===== src/rtl/down_counter.sv =====
// down_counter: programmable 4-bit synchronous down counter with parallel load,
// count enable and optional auto-reload. It is the companion to the 4-bit up
// counter and uses the same Q0..Q3 output pins.
//
// Ports:
//   clk            rising-edge clock
//   reset          synchronous active-high reset (clears count, reload, tc)
//   load           parallel-load strobe; loads D into count and reload registers
//   D0..D3         load value, D0 = LSB
//   en             count enable
//   mode           0 = one-shot (stop at 0), 1 = auto-reload from last load value
//   Q0..Q3         registered count, Q0 = LSB
//   zero           combinational, high while count == 0
//   tc             registered terminal-count pulse (high in the cycle Q first hits 0)
module down_counter (
  input  logic clk,
  input  logic reset,
  input  logic load,
  input  logic D0,
  input  logic D1,
  input  logic D2,
  input  logic D3,
  input  logic en,
  input  logic mode,
  output logic Q0,
  output logic Q1,
  output logic Q2,
  output logic Q3,
  output logic zero,
  output logic tc
);

  logic [3:0] d_val;
  logic [3:0] q_q, q_d;
  logic [3:0] r_q, r_d;
  logic       tc_q, tc_d;

  assign d_val = {D3, D2, D1, D0};

  // Priority below reset: load > en > hold.
  always_comb begin
    q_d  = q_q;
    r_d  = r_q;
    tc_d = 1'b0;
    if (load) begin
      q_d = d_val;
      r_d = d_val;
    end else if (en) begin
      if (q_q != 4'd0) begin
        q_d = q_q - 4'd1;
        // Only the decrement from 1 into 0 is a terminal count; a reload
        // out of 0 or sitting at 0 never pulses tc.
        tc_d = (q_q == 4'd1);
      end else if (mode) begin
        q_d = r_q;
      end
    end
  end

  always_ff @(posedge clk) begin
    if (reset) begin
      q_q  <= 4'd0;
      r_q  <= 4'd0;
      tc_q <= 1'b0;
    end else begin
      q_q  <= q_d;
      r_q  <= r_d;
      tc_q <= tc_d;
    end
  end

  assign {Q3, Q2, Q1, Q0} = q_q;
  assign zero             = (q_q == 4'd0);
  assign tc               = tc_q;

endmodule


===== config.mk =====
export PLATFORM = sky130hd
export DESIGN_NAME = down_counter
export DESIGN_NICKNAME = d
export VERILOG_FILES = /design/src/rtl/down_counter.sv
export SDC_FILE = /design/constraint.sdc
export NUM_CORES = 1
export LEC_CHECK = 0
export ABC_AREA = 0
export BUFFER_PORTS_ARGS = -buffer_cell sky130_fd_sc_hd__clkbuf_2
export CAP_MARGIN = 30
export CORE_AREA = 2 2 39 41
export DETAILED_ROUTE_END_ITERATION = 10
export DIE_AREA = 0 0 41 43
export GPL_TIMING_DRIVEN = 0
export HOLD_SLACK_MARGIN = 0.02
export PLACE_DENSITY = 0.57
export SYNTH_ARGS = -nofsm -noshare
export SYNTH_HDL_FRONTEND = slang
export SYNTH_SLANG_ARGS = --single-unit

===== constraint.sdc =====
create_clock -name clk -period 2 [get_ports clk]
set_clock_uncertainty 0.15 [all_clocks]
set_input_delay 0.4 -clock clk [delete_from_list [all_inputs] [get_ports clk]]
set_output_delay 0.4 -clock clk [all_outputs]
set_load 0.02 [all_outputs]

==> reports/results.ini, run 1 <==
[placed_design]
place.gp.congestion = 0.627
pre_cts_ws_ps = 82.6
placed_cells = 84
placedInstanceArea_sq_um = 578
port_buffers = 13
place.detailed.hpwl_um = 697

[power]
cellLeakagePower_nw = 0.304
irDropWorstVdd_uv = 440
power_mw = 0.491
p_per_area_nw_per_um2 = 741

[critical_path]
critPathKind = reg -> out
worst_ep_arrival_time_ps = 1390
setup.worst_path.end_class = output pin
startpoint_type = register
crit_fanout = 2
critPathMaxStageDelay_ps = 400
critPathBufInv = 3
slowest_stage = or3b_4
path_cells = inv_2 > ha_4 > or3b_4 > inv_4 > clkbuf_8
worstPathRequired_ps = 1450
crit_family = simple AND/OR/NAND/NOR gates

[timing]
tns_ps = 0
holdWs_ps = 225
fmax_mhz = 517
worst_slack_ps = 64.2
fin_crit_ps = 1940
setup_viol_count_final = 0
final-hold-violation-count = 0
min_period_over_period_pct = 96.8
grt_setup_unrepaired = false
slew_headroom_pct = 70.0
slew_viol_final = 0
worst_slew_pin_slew_ps = 449

[cts]
clockBufferDepth = 2
cts_buffers = 3
holdBufCountCts = 0
htreeDepth = 1
cts_root_buf = clkbuf_4
clock_latency_ps = 270
path_clk_slew_ps = 70
clock_sinks = 9
cts_tree = built

[yosys]
synthesis.area_sq_um = 493
ys_seq_area_share_pct = 36.5
syn_nets = 66
ys_warn_count = 0
syn_inst = 55
ys_seq_elements = 9
avgSynthCellArea_sq_um = 8.96
synth.distinct_cells = 23

[finish]
seqCellArea_sq_um = 185
fin_area_sq_um = 663
nFillCells = 146
final_cells = 92
fin_nets = 88
area_growth_pct = 34.5
fin_util_pct = 47.9
diodes = 0
drive_above_1_share_pct = 44.7
multiInputGateArea_sq_um = 289

[global_routing]
grt_pass1_wl_um = 1650
grt_max_degree = 11
grt_pass1_vias = 387
track_usage_pct = 14.4
grt_overflow = 0
antenna_found_initial = 0

[routing]
totalWireLength_um = 1050
final_antenna_net_count = 0
dr.pass1.iters = 4
dr.first_iter.drc_count = 11
drc = 0
vias = 441
post_drt_via_cell_ratio = 4.79
wire_per_inst_um = 11.4

[floorplan]
die_h_um = 43
ios = 15
die_w_um = 41
start_util_pct = 35.6
rows = 14
core_area_sq_um = 1380
die_area_sq_um = 1760

[outcome]
status = finished, final reports clean

[job]
maxCapViolCount = 0

[hold_path]
hold_class = in -> reg

[power by group]
group | internal (mW) | switching [mW] | leakage (nW)
logic | 0.0709 | 0.0753 | 0.211
clock network | 0.0739 | 0.0704 | 0.0177
registers | 0.191 | 0.00942 | 0.0751
[cell families (layout without fill, tap and decap cells)]
| family | count (synthesis) | in the layout | share of synthesized area [%] |
|---|---|---|---|
| mux | 3 | 3 | 6.35 |
| buf+inv | 8 | 29 | 7.87 |
| fa+ha+maj | 2 | 2 | 5.08 |
| simple gates | 18 | 18 | 17.5 |
| compound gates | 15 | 15 | 26.7 |
| flops | 9 | 9 | 36.5 |
[placed cells by master (no fill, tap or decap), types with 2 or more instances in the layout]
master | Yosys | routed
nand2_1 | 4 | 4
clkbuf_2 | 0 | 12
a221oi_2 | 3 | 3
buf_4 | 0 | 5
mux2i_1 | 2 | 2
dfxtp_1 | 9 | 7
clkbuf_4 | 0 | 3
inv_2 | 0 | 2
nor2_1 | 7 | 7
a21oi_1 | 6 | 6
inv_1 | 5 | 2
a211o_1 | 2 | 2
nor3_1 | 2 | 2
[final timing paths]
path | startpoint | to | slack (ps) | cells after the start
setup reg to reg | q_q[0]$_SDFFE_PP0P_ | q_q[3]$_SDFFE_PP0P_ | 120 | 7
setup / recovery | q_q[0]$_SDFFE_PP0P_ | zero | 60 | 5
hold reg to reg | r_q[2]$_SDFFE_PP0P_ | r_q[2]$_SDFFE_PP0P_ | 330 | 2
hold / removal | D0 | q_q[0]$_SDFFE_PP0P_ | 220 | 3
[cell usage after synthesis]
cell / instances / area [sq um]
a211o_1: 2 / 17.5
a21o_1: 1 / 7.51
a21oi_1: 6 / 30.0
a221oi_2: 3 / 45.0
a22oi_1: 1 / 7.51
buf_2: 1 / 5.00
buf_6: 1 / 11.3
clkbuf_1: 1 / 3.75
dfxtp_1: 9 / 180
ha_1: 2 / 25.0
inv_1: 5 / 18.8
mux2_1: 1 / 11.3
mux2i_1: 2 / 20.0
nand2_1: 4 / 15.0
nand2b_1: 1 / 6.26
nor2_1: 7 / 26.3
nor2b_1: 1 / 6.26
nor3_1: 2 / 10.0
o21ai_4: 1 / 16.3
o21bai_1: 1 / 7.51
or3_1: 1 / 6.26
or3b_1: 1 / 8.76
or4_1: 1 / 7.51
[flip-flops by register name, summed over array words and instances (netlist names)]
signal and flops:
tc 1, q_q 4, r_q 4
[repair_timing]
item	CTS	global route
hold endpoints to repair	0	0
gates resized for setup	11	1
pin swaps	1	0
setup endpoints to repair	1	3
setup buffers	5	0
[worst reg2reg max path: stages (launching register included)]
cell	delay [ps]
dfxtp_4	350
inv_2	60
ha_4	120
or3b_4	400
buf_4	170
o21ai_4	200
o21bai_1	130
a221oi_2	230
[layer usage]
metal | GRT usage [%] | wire [um]
met2 | 19.4 | 485
met5 | 0 | 0
met3 | 9.42 | 65
met1 | 17.4 | 496
met4 | 6.00 | 0
[layout make-up]
type | instances | share of cell area, %
flip-flops and latches | 9 | 27.9
multi-input cells | 38 | 43.6
repair buffers | 18 | 16.8
well taps | 16 | 3.02
clock buffers | 3 | 3.40
inverters | 5 | 3.21
plain buffers | 2 | 1.32
clock inverters | 1 | 0.755
Power figures use the tool's default switching activity.
==> run 2, diff against run 1 <==
--- a/config.mk
+++ b/config.mk
@@ -5,7 +5,7 @@
 export SDC_FILE = /design/constraint.sdc
 export NUM_CORES = 1
 export LEC_CHECK = 0
-export ABC_AREA = 0
+export ABC_AREA = 1
 export BUFFER_PORTS_ARGS = -buffer_cell sky130_fd_sc_hd__clkbuf_2
 export CAP_MARGIN = 30
 export CORE_AREA = 2 2 39 41
@@ -13,7 +13,7 @@
 export DIE_AREA = 0 0 41 43
 export GPL_TIMING_DRIVEN = 0
 export HOLD_SLACK_MARGIN = 0.02
-export PLACE_DENSITY = 0.57
+export PLACE_DENSITY = 0.6
 export SYNTH_ARGS = -nofsm -noshare
 export SYNTH_HDL_FRONTEND = slang
 export SYNTH_SLANG_ARGS = --single-unit
==> reports/results.ini, run 2 <==
[critical_path]
worst_ep_arrival_time_ps = 1330  ; -60 ps
crit_fanout = 7  ; +5
worstPathRequired_ps = 1450  ; about the same
startpoint_type = register
critPathKind = reg -> out
setup.worst_path.end_class = output pin

[finish]
area_growth_pct = 20.5
multiInputGateArea_sq_um = 284  ; -1.7%
final_cells = 112  ; +22%
nFillCells = 161  ; +10%
seqCellArea_sq_um = 181  ; -2.0%
final_cell_mix = nand2_1, inv_1, nand3_1, clkbuf_2, dfxtp_1
fin_nets = 108  ; +23%
drive_above_1_share_pct = 27.1  ; -18 points
diodes = 0  ; unchanged
final_common_cell = nand2_1

[timing]
tns_ps = 0  ; unchanged
fmax_mhz = 531  ; +2.7%
fin_crit_ps = 1880  ; -51.2 ps
setup_viol_count_final = 0  ; unchanged
final-hold-violation-count = 0  ; unchanged
worst_slack_ps = 115  ; +51.2 ps
worst_slew_pin_slew_ps = 367  ; -82.4 ps
slew_viol_final = 0  ; unchanged
min_period_over_period_pct = 94.2  ; -2.6 points
holdWs_ps = 186  ; -38.5 ps
grt_setup_unrepaired = false
slew_headroom_pct = 75.5  ; +5.5 points

[global_routing]
busiest_layer = met2
grt_max_degree = 9  ; -2
grt_overflow = 0  ; unchanged
track_usage_pct = 15.4  ; +1.1 points
grt_pass1_vias = 474  ; +22%
use_met1_pct = 19.2  ; +1.9 points
antenna_found_initial = 0  ; unchanged
grt_use_met3_pct = 6.28  ; -3.1 points
grtUsageMet2_pct = 22.8  ; +3.4 points
grt_pass1_wl_um = 1860  ; +13%

[cts]
path_clk_slew_ps = 60  ; about the same
cts_buffers = 3  ; unchanged
htreeDepth = 1  ; unchanged
holdBufCountCts = 0  ; unchanged
clockBufferDepth = 2  ; unchanged
clock_latency_ps = 260  ; about the same
cts_root_buf = clkbuf_4
cts_tree = built
clock_sinks = 9  ; unchanged

[placed_design]
place.detailed.hpwl_um = 835  ; +20%
placed_cells = 108  ; +29%
place.gp.congestion = 0.850  ; +36%
port_buffers = 12  ; -1
pre_cts_ws_ps = 277  ; +194 ps

[yosys]
syn_nets = 91  ; +38%
avgSynthCellArea_sq_um = 6.71  ; -25%
synthesis.area_sq_um = 537  ; +8.9%
synthFlopType = dfxtp_1
synth-edff-count = 0  ; unchanged
ys_seq_area_share_pct = 33.6  ; -3.0 points
syn_inst = 80  ; +45%
yosysMostFrequentCell = nand2_1
async_reset_ff_share_pct = 0  ; unchanged
synth_top_area_share_pct = 33.6  ; -3.0 points
ys_seq_elements = 9  ; unchanged
yosysTopAreaCell = dfxtp_1
synth_area_leaders = dfxtp_1, nand2_1, nand3_1
synth_common_cells = nand2_1, inv_1, nand3_1, dfxtp_1, a21oi_1
ys_warn_count = 0  ; unchanged
synth.distinct_cells = 19  ; -17%

[routing]
final_antenna_net_count = 0  ; unchanged
totalWireLength_um = 1120  ; +6.9%
vias = 533  ; +21%
dr.pass1.iters = 2  ; -2
post_drt_via_cell_ratio = 4.76  ; -0.72%
dr.first_iter.drc_count = 13  ; +2
wire_per_inst_um = 9.98  ; -12%
drc = 0  ; unchanged

[floorplan]
rows = 14  ; unchanged
die_w_um = 41  ; unchanged
ios = 15  ; unchanged
core_area_sq_um = 1380  ; unchanged
die_h_um = 43  ; unchanged
die_area_sq_um = 1760  ; unchanged
start_util_pct = 38.8  ; +3.2 points

[outcome]
status = finished, final reports clean

[hold_path]
hold_class = in -> reg

[power]
p_per_area_nw_per_um2 = 822  ; +11%
irDropWorstVdd_uv = 321  ; -27%
cellLeakagePower_nw = 0.345  ; +14%
power_mw = 0.531  ; +8.2%

[job]
maxCapViolCount = 0  ; unchanged

run 2: cell count changes after synthesis, sizes merged, moves of 2 or more:
cell    change
nand2      +19
nand3      +13
inv        +11
nor2        -4
a221oi      -3
a211o       -2
a21oi       +2
mux2i       -2
run 2: power breakdown:
part	total (mW)	internal, mW	switching (mW)	leakage (nW)
combinational	0.175	0.0663	0.108	0.255
sequential	0.212	0.195	0.0167	0.0746
clock	0.145	0.0772	0.0675	0.0150
total	0.531	0.339	0.193	0.345
run 2: cells by family (layout without fill, tap and decap cells):
family | after synthesis | after routing | share of synthesized area, %
simple gates | 42 | 42 | 38.2
buf+inv | 18 | 34 | 14.0
compound gates | 9 | 9 | 9.56
flops | 9 | 9 | 33.6
fa+ha+maj | 2 | 2 | 4.66
run 2: critical path, cell delays in order, from the launching register on:
cell and delay [ps]:
dfxtp_2 350, inv_1 110, ha_2 270, nand2_1 120, inv_1 70, clkbuf_2 160
run 2: stage by stage:
stage	util (%)	cell area, sq um
final	46.7	647
after global placement	44.6	617
after CTS	46.7	646
after global routing	46.7	647
after floorplan	-	537
after detailed placement	44.6	617
run 2: final timing paths:
check                           depth (start not counted)                start  slack, ps             endpoint
worst min-delay path                                    2                 load        190        tc$_SDFF_PP0_
worst max register to register                          8  q_q[0]$_SDFFE_PP0P_        620  q_q[0]$_SDFFE_PP0P_
worst max-delay path                                    5  q_q[0]$_SDFFE_PP0P_        120                 zero
worst min register to register                          2  r_q[2]$_SDFFE_PP0P_        310  r_q[2]$_SDFFE_PP0P_
run 2: repair_timing:
item,4_1_cts,5_1_grt
setup buffers,0,0
endpoints found under the hold margin,0,0
setup endpoints to repair,1,1
gates resized for setup,1,1
run 2: per-layer routing:
layer / share of wire (%) / vias up
li1: - / 283
met1: 48 / 237
met2: 45 / 11
met3: 5.5 / 2
met4: 0.98 / 0
met5: 0 / -
run 2: layout make-up:
class / instances / share of cell area (%)
multi-input cells: 53 / 43.9
flip-flops and latches: 9 / 28.0
repair buffers: 12 / 9.28
inverters: 16 / 9.28
clock buffers: 4 / 4.06
well taps: 16 / 3.09
plain buffers: 2 / 2.32
==> run 3, diff against run 2 <==
--- a/config.mk
+++ b/config.mk
@@ -14,6 +14,7 @@
 export GPL_TIMING_DRIVEN = 0
 export HOLD_SLACK_MARGIN = 0.02
 export PLACE_DENSITY = 0.6
+export REMOVE_ABC_BUFFERS = 1
 export SYNTH_ARGS = -nofsm -noshare
 export SYNTH_HDL_FRONTEND = slang
 export SYNTH_SLANG_ARGS = --single-unit
==> reports/results.ini, run 3 (synthesis gave the netlist of run 2 again) <==
[outcome]
status = finished, final reports clean

[finish]
drive_above_1_share_pct = 28.1  ; +1.0 points
multiInputGateArea_sq_um = 284  ; unchanged
final_cells = 112  ; unchanged
final_common_cell = nand2_1
fin_nets = 108  ; unchanged
area_growth_pct = 19.6
fin_util_pct = 46.4  ; -0.36 points
nFillCells = 160  ; -0.62%
final_cell_mix = nand2_1, inv_1, clkbuf_2
seqCellArea_sq_um = 181  ; unchanged
diodes = 0  ; unchanged

[cts]
cts_buffers = 3  ; unchanged
cts_root_buf = clkbuf_4
path_clk_slew_ps = 60  ; about the same
clock_sinks = 9  ; unchanged
clock_latency_ps = 250  ; about the same
holdBufCountCts = 0  ; unchanged
htreeDepth = 1  ; unchanged
cts_tree = built
clockBufferDepth = 2  ; unchanged

[global_routing]
track_usage_pct = 15.1  ; -0.32 points
grt_pass1_wl_um = 1840  ; -1.1%
antenna_found_initial = 0  ; unchanged
grt_max_degree = 9  ; unchanged
grt_pass1_vias = 468  ; -1.3%
grt_overflow = 0  ; unchanged

[routing]
totalWireLength_um = 1080  ; -3.0%
dr.pass1.iters = 4  ; +2
final_antenna_net_count = 0  ; unchanged
post_drt_via_cell_ratio = 4.79  ; +0.56%
dr.first_iter.drc_count = 11  ; -2
wire_per_inst_um = 9.68  ; -3.0%
vias = 536  ; +0.56%
drc = 0  ; unchanged

[timing]
fin_crit_ps = 1880  ; -9.41 ps
setup_viol_count_final = 0  ; unchanged
worst_slack_ps = 125  ; +9.41 ps
holdWs_ps = 246  ; +59.6 ps
min_period_over_period_pct = 93.8  ; -0.47 points
final-hold-violation-count = 0  ; unchanged
fmax_mhz = 533  ; +0.50%
slew_viol_final = 0  ; unchanged
tns_ps = 0  ; unchanged
grt_setup_unrepaired = false
worst_slew_pin_slew_ps = 278  ; -88.7 ps
slew_headroom_pct = 81.4  ; +5.9 points

[floorplan]
die_h_um = 43  ; unchanged
die_area_sq_um = 1760  ; unchanged
core_area_sq_um = 1380  ; unchanged
rows = 14  ; unchanged
start_util_pct = 38.8  ; unchanged
die_w_um = 41  ; unchanged
ios = 15  ; unchanged

[critical_path]
startpoint_type = register
reg2regPathDepth = 9  ; +1
worst_ep_arrival_time_ps = 1330  ; about the same
crit_fanout = 7  ; unchanged
worstPathRequired_ps = 1450  ; about the same
critPathKind = reg -> out
setup.worst_path.end_class = output pin

[job]
maxCapViolCount = 0  ; unchanged

[power]
p_per_area_nw_per_um2 = 820  ; -0.22%
cellLeakagePower_nw = 0.346  ; +0.31%
irDropWorstVdd_uv = 442  ; +38%

[placed_design]
port_buffers = 14  ; +2
placed_cells = 108  ; unchanged
pre_cts_ws_ps = 293  ; +16.3 ps
place.gp.congestion = 0.833  ; -2.0%
place.detailed.hpwl_um = 845  ; +1.1%

[hold_path]
hold_class = in -> reg
whs_path_depth = 3  ; +1

-- run 3: layer usage --
layer	global-route usage [%]	vias up	part of all wire (%)
met5	0	-	0
li1	-	284	-
met1	18.8	242	48
met2	23.1	10	48
met3	4.71	0	4.5
met4	6.00	0	0
-- run 3: area by class of cell --
class | count | share of cell area (%)
multi-input cells | 53 | 44.2
clock buffers | 4 | 4.09
well taps | 16 | 3.12
flip-flops and latches | 9 | 28.3
repair buffers | 14 | 10.9
inverters | 16 | 9.36
-- run 3: final timing paths --
kind / from / endpoint / slack (ps)
max reg2reg: q_q[1]$_SDFFE_PP0P_ / q_q[2]$_SDFFE_PP0P_ / 610
min reg2reg: r_q[2]$_SDFFE_PP0P_ / r_q[2]$_SDFFE_PP0P_ / 310
max: q_q[1]$_SDFFE_PP0P_ / zero / 120
min: D3 / r_q[3]$_SDFFE_PP0P_ / 250
-- run 3: what timing repair did --
item | CTS | global route
endpoints found under the setup margin | 0 | 1
setup buffers | 0 | 0
resized for setup | 0 | 2
-- run 3: per-stage QoR --
step	power, mW	area [sq um]
after floorplan	0.341	522
after global placement	0.389	612
after detailed placement	0.390	612
after CTS	0.533	638
after global routing	0.568	642
final	0.526	642
-- run 3: report_power, final --
group | switching, mW | total [mW] | leakage, nW | internal [mW]
registers | 0.0161 | 0.212 | 0.0746 | 0.195
clock network | 0.0610 | 0.138 | 0.0150 | 0.0767
logic | 0.111 | 0.177 | 0.256 | 0.0654
total | 0.189 | 0.526 | 0.346 | 0.338
-- run 3: critical path, stage by stage (launching register included) --
cell      delay, ps
dfxtp_1         320
inv_1           120
ha_2            280
nand2_1         130
inv_1            70
clkbuf_2        160
